File: src/rtl/vlt_pkg.sv
// Shared VLT definitions: default field widths and the lifetime record layout
// used by the tracker and the downstream weighting blocks.
package vlt_pkg;

  localparam int TS_W  = 10;
  localparam int OPC_W = 9;

  typedef struct packed {
    logic [OPC_W-1:0] opcode;
    logic             important;
    logic [TS_W-1:0]  start_ts;
    logic [TS_W-1:0]  end_ts;
  } vlt_rec_t;

endpackage

File: src/rtl/vlt_rec_fifo.sv
// Synchronous show-ahead FIFO of lifetime records; a push into a full FIFO is
// accepted only when a pop frees a slot in the same cycle.
module vlt_rec_fifo
  import vlt_pkg::*;
#(
  parameter int DEPTH = 4
) (
  input  logic     clk_i,
  input  logic     rst_ni,
  input  logic     push_i,
  input  vlt_rec_t data_i,
  input  logic     pop_i,
  output vlt_rec_t data_o,
  output logic     full_o,
  output logic     empty_o
);

  localparam int AW = $clog2(DEPTH);

  vlt_rec_t      mem_q [DEPTH];
  logic [AW:0]   wr_ptr_q, rd_ptr_q;
  logic          do_push, do_pop;

  assign empty_o = (wr_ptr_q == rd_ptr_q);
  assign full_o  = (wr_ptr_q[AW] != rd_ptr_q[AW]) &&
                   (wr_ptr_q[AW-1:0] == rd_ptr_q[AW-1:0]);
  assign do_pop  = pop_i && !empty_o;
  assign do_push = push_i && (!full_o || do_pop);
  assign data_o  = mem_q[rd_ptr_q[AW-1:0]];

  always_ff @(posedge clk_i or negedge rst_ni) begin
    if (!rst_ni) begin
      wr_ptr_q <= '0;
      rd_ptr_q <= '0;
    end else begin
      if (do_push) wr_ptr_q <= wr_ptr_q + 1'b1;
      if (do_pop)  rd_ptr_q <= rd_ptr_q + 1'b1;
    end
  end

  always_ff @(posedge clk_i) begin
    if (do_push) mem_q[wr_ptr_q[AW-1:0]] <= data_i;
  end

endmodule

File: src/rtl/vlt_sq_tracker.sv
// Store-queue lifetime tracker: timestamps entries on allocate and emits one
// {opcode, important, start_ts, end_ts} record per deallocation of a live entry.
module vlt_sq_tracker
  import vlt_pkg::*;
#(
  parameter int ENTRIES    = 16,
  parameter int FIFO_DEPTH = 4
) (
  input  logic                        clk_i,
  input  logic                        rst_ni,
  input  logic                        alloc_v_i,
  input  logic [$clog2(ENTRIES)-1:0]  alloc_idx_i,
  input  logic [OPC_W-1:0]            alloc_opcode_i,
  input  logic                        alloc_important_i,
  input  logic                        dealloc_v_i,
  input  logic [$clog2(ENTRIES)-1:0]  dealloc_idx_i,
  input  logic                        flush_i,
  output logic                        rec_v_o,
  input  logic                        rec_ready_i,
  output logic [OPC_W-1:0]            rec_opcode_o,
  output logic                        rec_important_o,
  output logic [TS_W-1:0]             rec_start_ts_o,
  output logic [TS_W-1:0]             rec_end_ts_o,
  output logic [$clog2(ENTRIES):0]    live_cnt_o,
  output logic                        alloc_err_o,
  output logic [7:0]                  drop_cnt_o
);

  localparam int IDX_W = $clog2(ENTRIES);

  logic [TS_W-1:0]    ts_q;
  logic [ENTRIES-1:0] valid_q;
  logic [ENTRIES-1:0] important_q;
  logic [TS_W-1:0]    start_ts_q [ENTRIES];
  logic [OPC_W-1:0]   opcode_q   [ENTRIES];
  logic               alloc_err_q;
  logic [7:0]         drop_cnt_q;

  logic     dealloc_hit, alloc_err_d, fifo_pop, fifo_full, fifo_empty, drop_d;
  vlt_rec_t push_rec, head_rec;

  assign dealloc_hit = dealloc_v_i && valid_q[dealloc_idx_i];
  assign alloc_err_d = alloc_v_i && valid_q[alloc_idx_i] && !flush_i &&
                       !(dealloc_v_i && (dealloc_idx_i == alloc_idx_i));

  always_comb begin
    push_rec           = '0;
    push_rec.opcode    = opcode_q[dealloc_idx_i];
    push_rec.important = important_q[dealloc_idx_i];
    push_rec.start_ts  = start_ts_q[dealloc_idx_i];
    push_rec.end_ts    = ts_q;
  end

  assign fifo_pop = rec_ready_i && !fifo_empty;
  assign drop_d   = dealloc_hit && fifo_full && !fifo_pop && (drop_cnt_q != 8'hFF);

  vlt_rec_fifo #(.DEPTH(FIFO_DEPTH)) u_rec_fifo (
    .clk_i   (clk_i),
    .rst_ni  (rst_ni),
    .push_i  (dealloc_hit),
    .data_i  (push_rec),
    .pop_i   (fifo_pop),
    .data_o  (head_rec),
    .full_o  (fifo_full),
    .empty_o (fifo_empty)
  );

  // Clears are scheduled before the alloc set so a same-cycle alloc always wins.
  always_ff @(posedge clk_i or negedge rst_ni) begin
    if (!rst_ni) begin
      ts_q        <= '0;
      valid_q     <= '0;
      important_q <= '0;
      alloc_err_q <= 1'b0;
      drop_cnt_q  <= '0;
      for (int i = 0; i < ENTRIES; i++) begin
        start_ts_q[i] <= '0;
        opcode_q[i]   <= '0;
      end
    end else begin
      ts_q        <= ts_q + 1'b1;
      alloc_err_q <= alloc_err_d;
      if (drop_d) drop_cnt_q <= drop_cnt_q + 8'd1;
      for (int i = 0; i < ENTRIES; i++) begin
        if (flush_i || (dealloc_hit && (dealloc_idx_i == IDX_W'(i))))
          valid_q[i] <= 1'b0;
        if (alloc_v_i && (alloc_idx_i == IDX_W'(i))) begin
          valid_q[i]     <= 1'b1;
          start_ts_q[i]  <= ts_q;
          opcode_q[i]    <= alloc_opcode_i;
          important_q[i] <= alloc_important_i;
        end
      end
    end
  end

  always_comb begin
    live_cnt_o = '0;
    for (int i = 0; i < ENTRIES; i++)
      live_cnt_o = live_cnt_o + {{IDX_W{1'b0}}, valid_q[i]};
  end

  assign rec_v_o         = !fifo_empty;
  assign rec_opcode_o    = fifo_empty ? '0   : head_rec.opcode;
  assign rec_important_o = fifo_empty ? 1'b0 : head_rec.important;
  assign rec_start_ts_o  = fifo_empty ? '0   : head_rec.start_ts;
  assign rec_end_ts_o    = fifo_empty ? '0   : head_rec.end_ts;
  assign alloc_err_o     = alloc_err_q;
  assign drop_cnt_o      = drop_cnt_q;

endmodule

File: config.mk
export PLATFORM = sky130hd
export DESIGN_NAME = vlt_sq_tracker
export DESIGN_NICKNAME = d
export VERILOG_FILES = /design/src/rtl/vlt_pkg.sv /design/src/rtl/vlt_rec_fifo.sv /design/src/rtl/vlt_sq_tracker.sv
export SDC_FILE = /design/constraint.sdc
export NUM_CORES = 1
export LEC_CHECK = 0
export BUFFER_PORTS_ARGS = -buffer_cell sky130_fd_sc_hd__buf_4
export CAP_MARGIN = 0
export CELL_PAD_IN_SITES_DETAIL_PLACEMENT = 0
export CELL_PAD_IN_SITES_GLOBAL_PLACEMENT = 1
export CORE_MARGIN = 1
export CORE_UTILIZATION = 58
export CTS_CLUSTER_DIAMETER = 40
export DETAILED_ROUTE_END_ITERATION = 7
export GPL_ROUTABILITY_DRIVEN = 0
export GPL_TIMING_DRIVEN = 1
export HOLD_SLACK_MARGIN = 0.1
export PLACE_DENSITY_LB_ADDON = 0.1
export RECOVER_POWER = 25
export SLEW_MARGIN = 40
export SYNTH_ARGS = -nofsm -noshare
export SYNTH_HDL_FRONTEND = slang
export SYNTH_SLANG_ARGS = --single-unit
File: constraint.sdc
create_clock -name clk_i -period 8.5 [get_ports clk_i]
set_input_delay 1.7 -clock clk_i [delete_from_list [all_inputs] [get_ports clk_i]]
set_output_delay 1.7 -clock clk_i [all_outputs]
set_load 0.01 [all_outputs]
**Word-level counts from Yosys, hierarchy flattened**

Memories as Yosys holds them, arrays and structs flattened.
Cells that the tools add are included.

- Bits in writable memories: 120
- Input bits: 24
- Memories: 1
- Output and inout bits: 45
- Logic and storage cells: 262
- Bits in registers: 361

Memories:

| memory | words | bits a word | read ports | clocked after Yosys merged registers in | wr ports | line | source |
|---|---|---|---|---|---|---|---|
| u_rec_fifo.mem_q | 4 | 30 | 1 | 0 | 1 | vlt_rec_fifo.sv:20 | `vlt_rec_t mem_q [DEPTH];` |

- $add $sub $neg: 19
- Magnitude comparators: 3
- Bitwise gates (word level): 1
- Mux-type cells: 50
- Eq/ne operators: 35
- Reduce and logical (&&, ||, !) cells: 84

Operators by type and width:

| operator | number |
|---|---|
| $eq 4x4->1 const B | 16 |
| $add 5x1->5 | 11 |
| $logic_and 1x1->1 | 44 |
| $bmux 10 s4 | 1 |
| $mux 10 | 4 |
| $mux 1 | 38 |
| $bmux 9 s4 | 1 |
| $eq 4x3->1 const B | 8 |
| $reduce_bool 2->1 | 16 |
| $mux 9 | 3 |
| $logic_or 1x1->1 | 17 |
| $eq 4x2->1 const B | 4 |
| $bmux 1 s4 | 3 |
| $add 10x1->10 const B | 1 |
| $lt 4x5->1 const B | 2 |
| $add 8x1->8 const B | 1 |
| $eq 4x1->1 const B | 2 |
| $logic_not 4->1 | 2 |
| $ne 8x8->1 const B | 1 |
| $add 3x1->3 const B | 2 |
| $add 4x1->5 | 1 |
| $ge 5x5->1 const B | 1 |
| $logic_not 1->1 | 5 |
| $not 4->5 | 1 |
| other kinds (7) | 7 |

**Longest topological paths before layout**

- Depth in word-level cells: 15
- Mapped depth: 12
- Depth with buffers taken out: 12

**Hierarchy**

From an unflattened synthesis, not the netlist that was laid out.

- Cells, all modules: 1293
- Area total of the unflattened synthesis: 21597.0 µm²

By module, submodules not included:

| module | seq. area each (µm²) | instances | area each (µm²) | cells an instance |
|---|---|---|---|---|
| vlt_sq_tracker | 8883.5 | 1 | 16811.1 | 1089 |
| vlt_rec_fifo | 3753.6 | 1 | 4785.8 | 204 |

**Worst setup path after synthesis**

No wires, ideal clock.

- Kind: register to output
- Start point: register valid_q[11]
- End point: output port live_cnt_o[2]
- Data required time: 6.800 ns
- Path buffers: 0
- Cell stages (with the launch flop): 10
- Data arrival time: 3.314 ns
- Path slack: 3.486 ns
- Cell sequence: dfrtp_1 > fa_1 > inv_1 > fa_1 > fa_1 > fa_1 > inv_1 > ha_1 > fa_1 > xor2_1

- Word-level cells in the longest chain between the ends: 5

RTL lines:

| item | line | source |
|---|---|---|
| start: declaration | vlt_sq_tracker.sv:32 | `logic [ENTRIES-1:0] valid_q;` |
| start signal: assignment | vlt_sq_tracker.sv:72 | `valid_q <= '0;` |
| start signal: indexed assignment | vlt_sq_tracker.sv:86 | `valid_q[i] <= 1'b0;` |
| start signal: indexed assignment | vlt_sq_tracker.sv:88 | `valid_q[i] <= 1'b1;` |
| $add 5x1->5 (5 in a row) | vlt_sq_tracker.sv:100 | `live_cnt_o = live_cnt_o + {{IDX_W{1'b0}}, valid_q[i]};` |
| end: declaration | vlt_sq_tracker.sv:24 | `output logic [$clog2(ENTRIES):0] live_cnt_o,` |

No other way between the ends.

**Worst setup path after layout**

- Start point: register u_rec_fifo.rd_ptr_q[0]
- End point: output port rec_start_ts_o[2]

- Word-level cells in the longest chain between the ends: 2
- Elaborated cells on any way between the ends: 3
- Those cells by class: eq/ne: 1; mux: 1; memory: 1

RTL lines:

| item | line | source |
|---|---|---|
| start: declaration | vlt_rec_fifo.sv:21 | `logic [AW:0] wr_ptr_q, rd_ptr_q;` |
| start signal: assignment | vlt_rec_fifo.sv:37 | `if (do_pop) rd_ptr_q <= rd_ptr_q + 1'b1;` |
| $mem_v2 4x30 / $eq 3x3->1 (equally long branches) | - |  |
| $mux 10 * | vlt_sq_tracker.sv:106 | `assign rec_start_ts_o = fifo_empty ? '0 : head_rec.start_ts;` |
| end: declaration | vlt_sq_tracker.sv:22 | `output logic [TS_W-1:0] rec_start_ts_o,` |

Every way passes the cells marked *; elsewhere a longest branch is shown, timed or not.

==> results.md <==
* Status: finished with violations
* Failing checks: max-capacitance violations, max-slew violations
* WL/cell at 25.0 µm
* Cells on worst reg2reg path at 6
* Slowest CP cell: clkbuf_1
* Total CTS buffers at 66
* Peak supply drop at 224 µV
* Post-route ant nets at 0
* Most frequent cells in the layout: dfrtp_1, mux2_2, mux4_2, edfxtp_1, buf_4
* Layout Utilization at 67.8%
* Gates resized, CTS repair at 0
* Layout cells sized above 1 at 48.2%
* Post-route setup slack at 2.60 ns
* Area Growth Syn to Fin at 15.5%
* Cell repeated most along the worst path: buf_4
* Share of the synthesized area in the top cell type at 42.1%
* 1st-pass router iterations at 5
* Synth unique cells at 41
* Crit. End Element: primary output
* Pre-CTS setup slack at 3.30 ns
* Core Area at 36500 µm²
* Hold buffers post-CTS at 0
* Number of global-route vias before repair at 12300
* PortBufs at 68
* Total global-route track usage at 26.0%
* Setup Fix Bufs, Post-CTS at 0
* DIE WIDTH at 194 µm
* Vias at 11500
* Crit Path Class: reg -> out
* Crit-path cells: clkbuf_1, xnor2_1, nand3b_1, buf_4, and2_1, buf_4
* DRC at 0
* Critical Path Start: u_rec_fifo.rd_ptr_q[0]
* CP required at 6.80 ns
* Synth top area cells: dfrtp_1, edfxtp_1, mux2_2
* Worst-skew pair later-pin latency at 0.57 ns
* # rows at 70
* Max Clock Freq at 169 MHz
* Hold Crit Class: reg -> reg
* Synthesized flop and latch total at 481
* Tmin final at 5.90 ns
* Mapped Avg Cell Area at 16.7 µm²
* TNS Setup at 0 ns
* Root Buffer: clkbuf_16
* Slowest stage delay, CP at 1.95 ns
* Post-synthesis cell type with the largest combined area: dfrtp_1
* Num Clock Sinks at 481
* CTS Buffer Depth at 3
* Slew margin rel. at -83.9%
* First-pass GRT wire length at 73.2 mm
* Pins over their slew limit at 172
* Syn Nets at 1327
* N_diodes at 0
* Final Skew at 0.0185 ns
* Initial drt markers at 660
* Final Hold Viols at 0
* Leakage at 10.4 nW
* Largest net degree at the start of global routing at 96
* Nets at 1390
* Seq/Total Area, Yosys at 58.9%
* WP data arrival at 4.20 ns
* Setup violations, final at 0
* CTS tree: done
* Worst-Margin Slew at 2.76 ns
* Via/cell ratio at 6.18
* GR Overflow Total at 0
* Clk pin slew, worst setup/hold paths at 0.06 ns
* RSZ-0062 raised after global routing: false
* DP HPWL at 25.3 mm
* Gate count after technology mapping at 1281
* FILL cells at 2525
* Antenna violations before repair at 1
* Hold Startpoint: start_ts_q[140]
* Crit share post-route at 69.4%
* Crit start category: flip-flop
* Starting Density at 58.7%
* H-Tree Depth at 3
* WL final at 46.6 mm
* Hold Crit Depth at 2
* Worst flop-to-flop path startpoint: u_rec_fifo.rd_ptr_q[0]
* Num ports at 69
* Synth Warn # at 0
* Area after DPL at 22400 µm²
* PwrDens at 280 nW/µm²
* Maxcap violations at 3
* Most common cell after layout, fill and taps aside: dfrtp_1
* DIE AREA at 37700 µm²
* Die Span Y at 194 µm
* Crit-path max FO at 33
* Post-route cell area at 24800 µm²
* Synth Cell Area at 21400 µm²
-- synth_stat cells, drive strengths merged --
cell type / count
nand2: 14
clkbuf: 52
xnor2: 16
or3: 4
o21ai: 18
dfrtp: 361
o31ai: 5
buf: 50
nor2b: 6
nand4: 1
o32ai: 6
nand4bb: 1
or2: 1
and3: 4
a211o: 1
nand3b: 5
ha: 12
nand2b: 3
a21oi: 2
mux4: 142
nand3: 16
nor2: 26
fa: 10
inv: 29
nor3b: 1
nand4b: 1
and4b: 1
and4: 1
nor3: 4
mux2i: 2
edfxtp: 120
a2111o: 1
and2: 34
a21o: 1
xor2: 12
mux2: 318
-- worst max-delay path: cells and delay by family (launching register included) --
family                 cells  cell delay, ns
XOR/XNOR                   1            0.29
buffers and inverters      3            2.36
flip-flops                 1            0.34
AND/OR/NAND/NOR            2            0.63
-- through the flow --
stage	hold WS, ns	cells	power, W
after floorplan	0.445	1281	0.00371
after global placement	0.457	1739	0.00413
after detailed placement	0.469	1742	0.00417
after CTS	0.491	1863	0.00701
after global routing	0.506	1865	0.00724
final	0.487	1865	0.00694
-- layer usage --
layer	up-vias	part of all wire (%)	wire length (µm)	GRT usage (%)
met2	303	49	22900	41.9
met5	-	0	0	0
met1	6198	45	20800	37.4
met4	0	1.7	798	7.85
li1	4954	-	-	-
met3	62	4.6	2120	3.74
-- where the power goes --
group / total [W] / leakage (nW) / switching [W] / internal (W)
logic: 0.00129 / 3.56 / 0.000553 / 0.000737
registers: 0.00283 / 5.65 / 0.000145 / 0.00269
clock network: 0.00282 / 1.14 / 0.00101 / 0.00181
total: 0.00694 / 10.4 / 0.00171 / 0.00523
-- worst paths after layout --
check                           slack, ns                 endpoint
worst max-delay path                 2.60        rec_start_ts_o[2]
worst min-delay path                 0.49          start_ts_q[140]
worst max register to register       4.36  u_rec_fifo.mem_q[1][27]
worst min register to register       0.49          start_ts_q[140]
max in group asynchronous            2.94              opcode_q[4]
min in group asynchronous            1.90   u_rec_fifo.rd_ptr_q[0]
-- cell families (layout without fill, tap and decap cells) --
family	Yosys count	count (layout)	synth area share (%)
and+or+nand+nor	123	123	3.12
DFF	481	481	58.9
adders and majority gates	22	22	1.63
xor gates and xnor gates	28	28	1.14
buffers and inverters	131	247	2.43
muxes	462	462	31.7
AOI/OAI and AO/OA	34	34	1.02
-- area by class of cell --
class | count | area (µm²) | share of cell area [%]
tap | 468 | 586 | 2.37
inverter | 29 | 109 | 0.440
multi-input combinational | 669 | 8310 | 33.6
sequential | 481 | 12600 | 51.1
clock buffer | 86 | 1950 | 7.86
clock inverter | 35 | 368 | 1.49
timing repair buffer | 97 | 798 | 3.22
-- sequential cells by signal, summed over array words and instances (netlist names) --
name / count
alloc_err_o: 1
drop_cnt_o: 8
important_q: 16
opcode_q: 144
start_ts_q: 160
ts_q: 10
u_rec_fifo.mem_q: 120
u_rec_fifo.rd_ptr_q: 3
u_rec_fifo.wr_ptr_q: 3
valid_q: 16
Note: power is estimated with default switching activity, not from simulation.
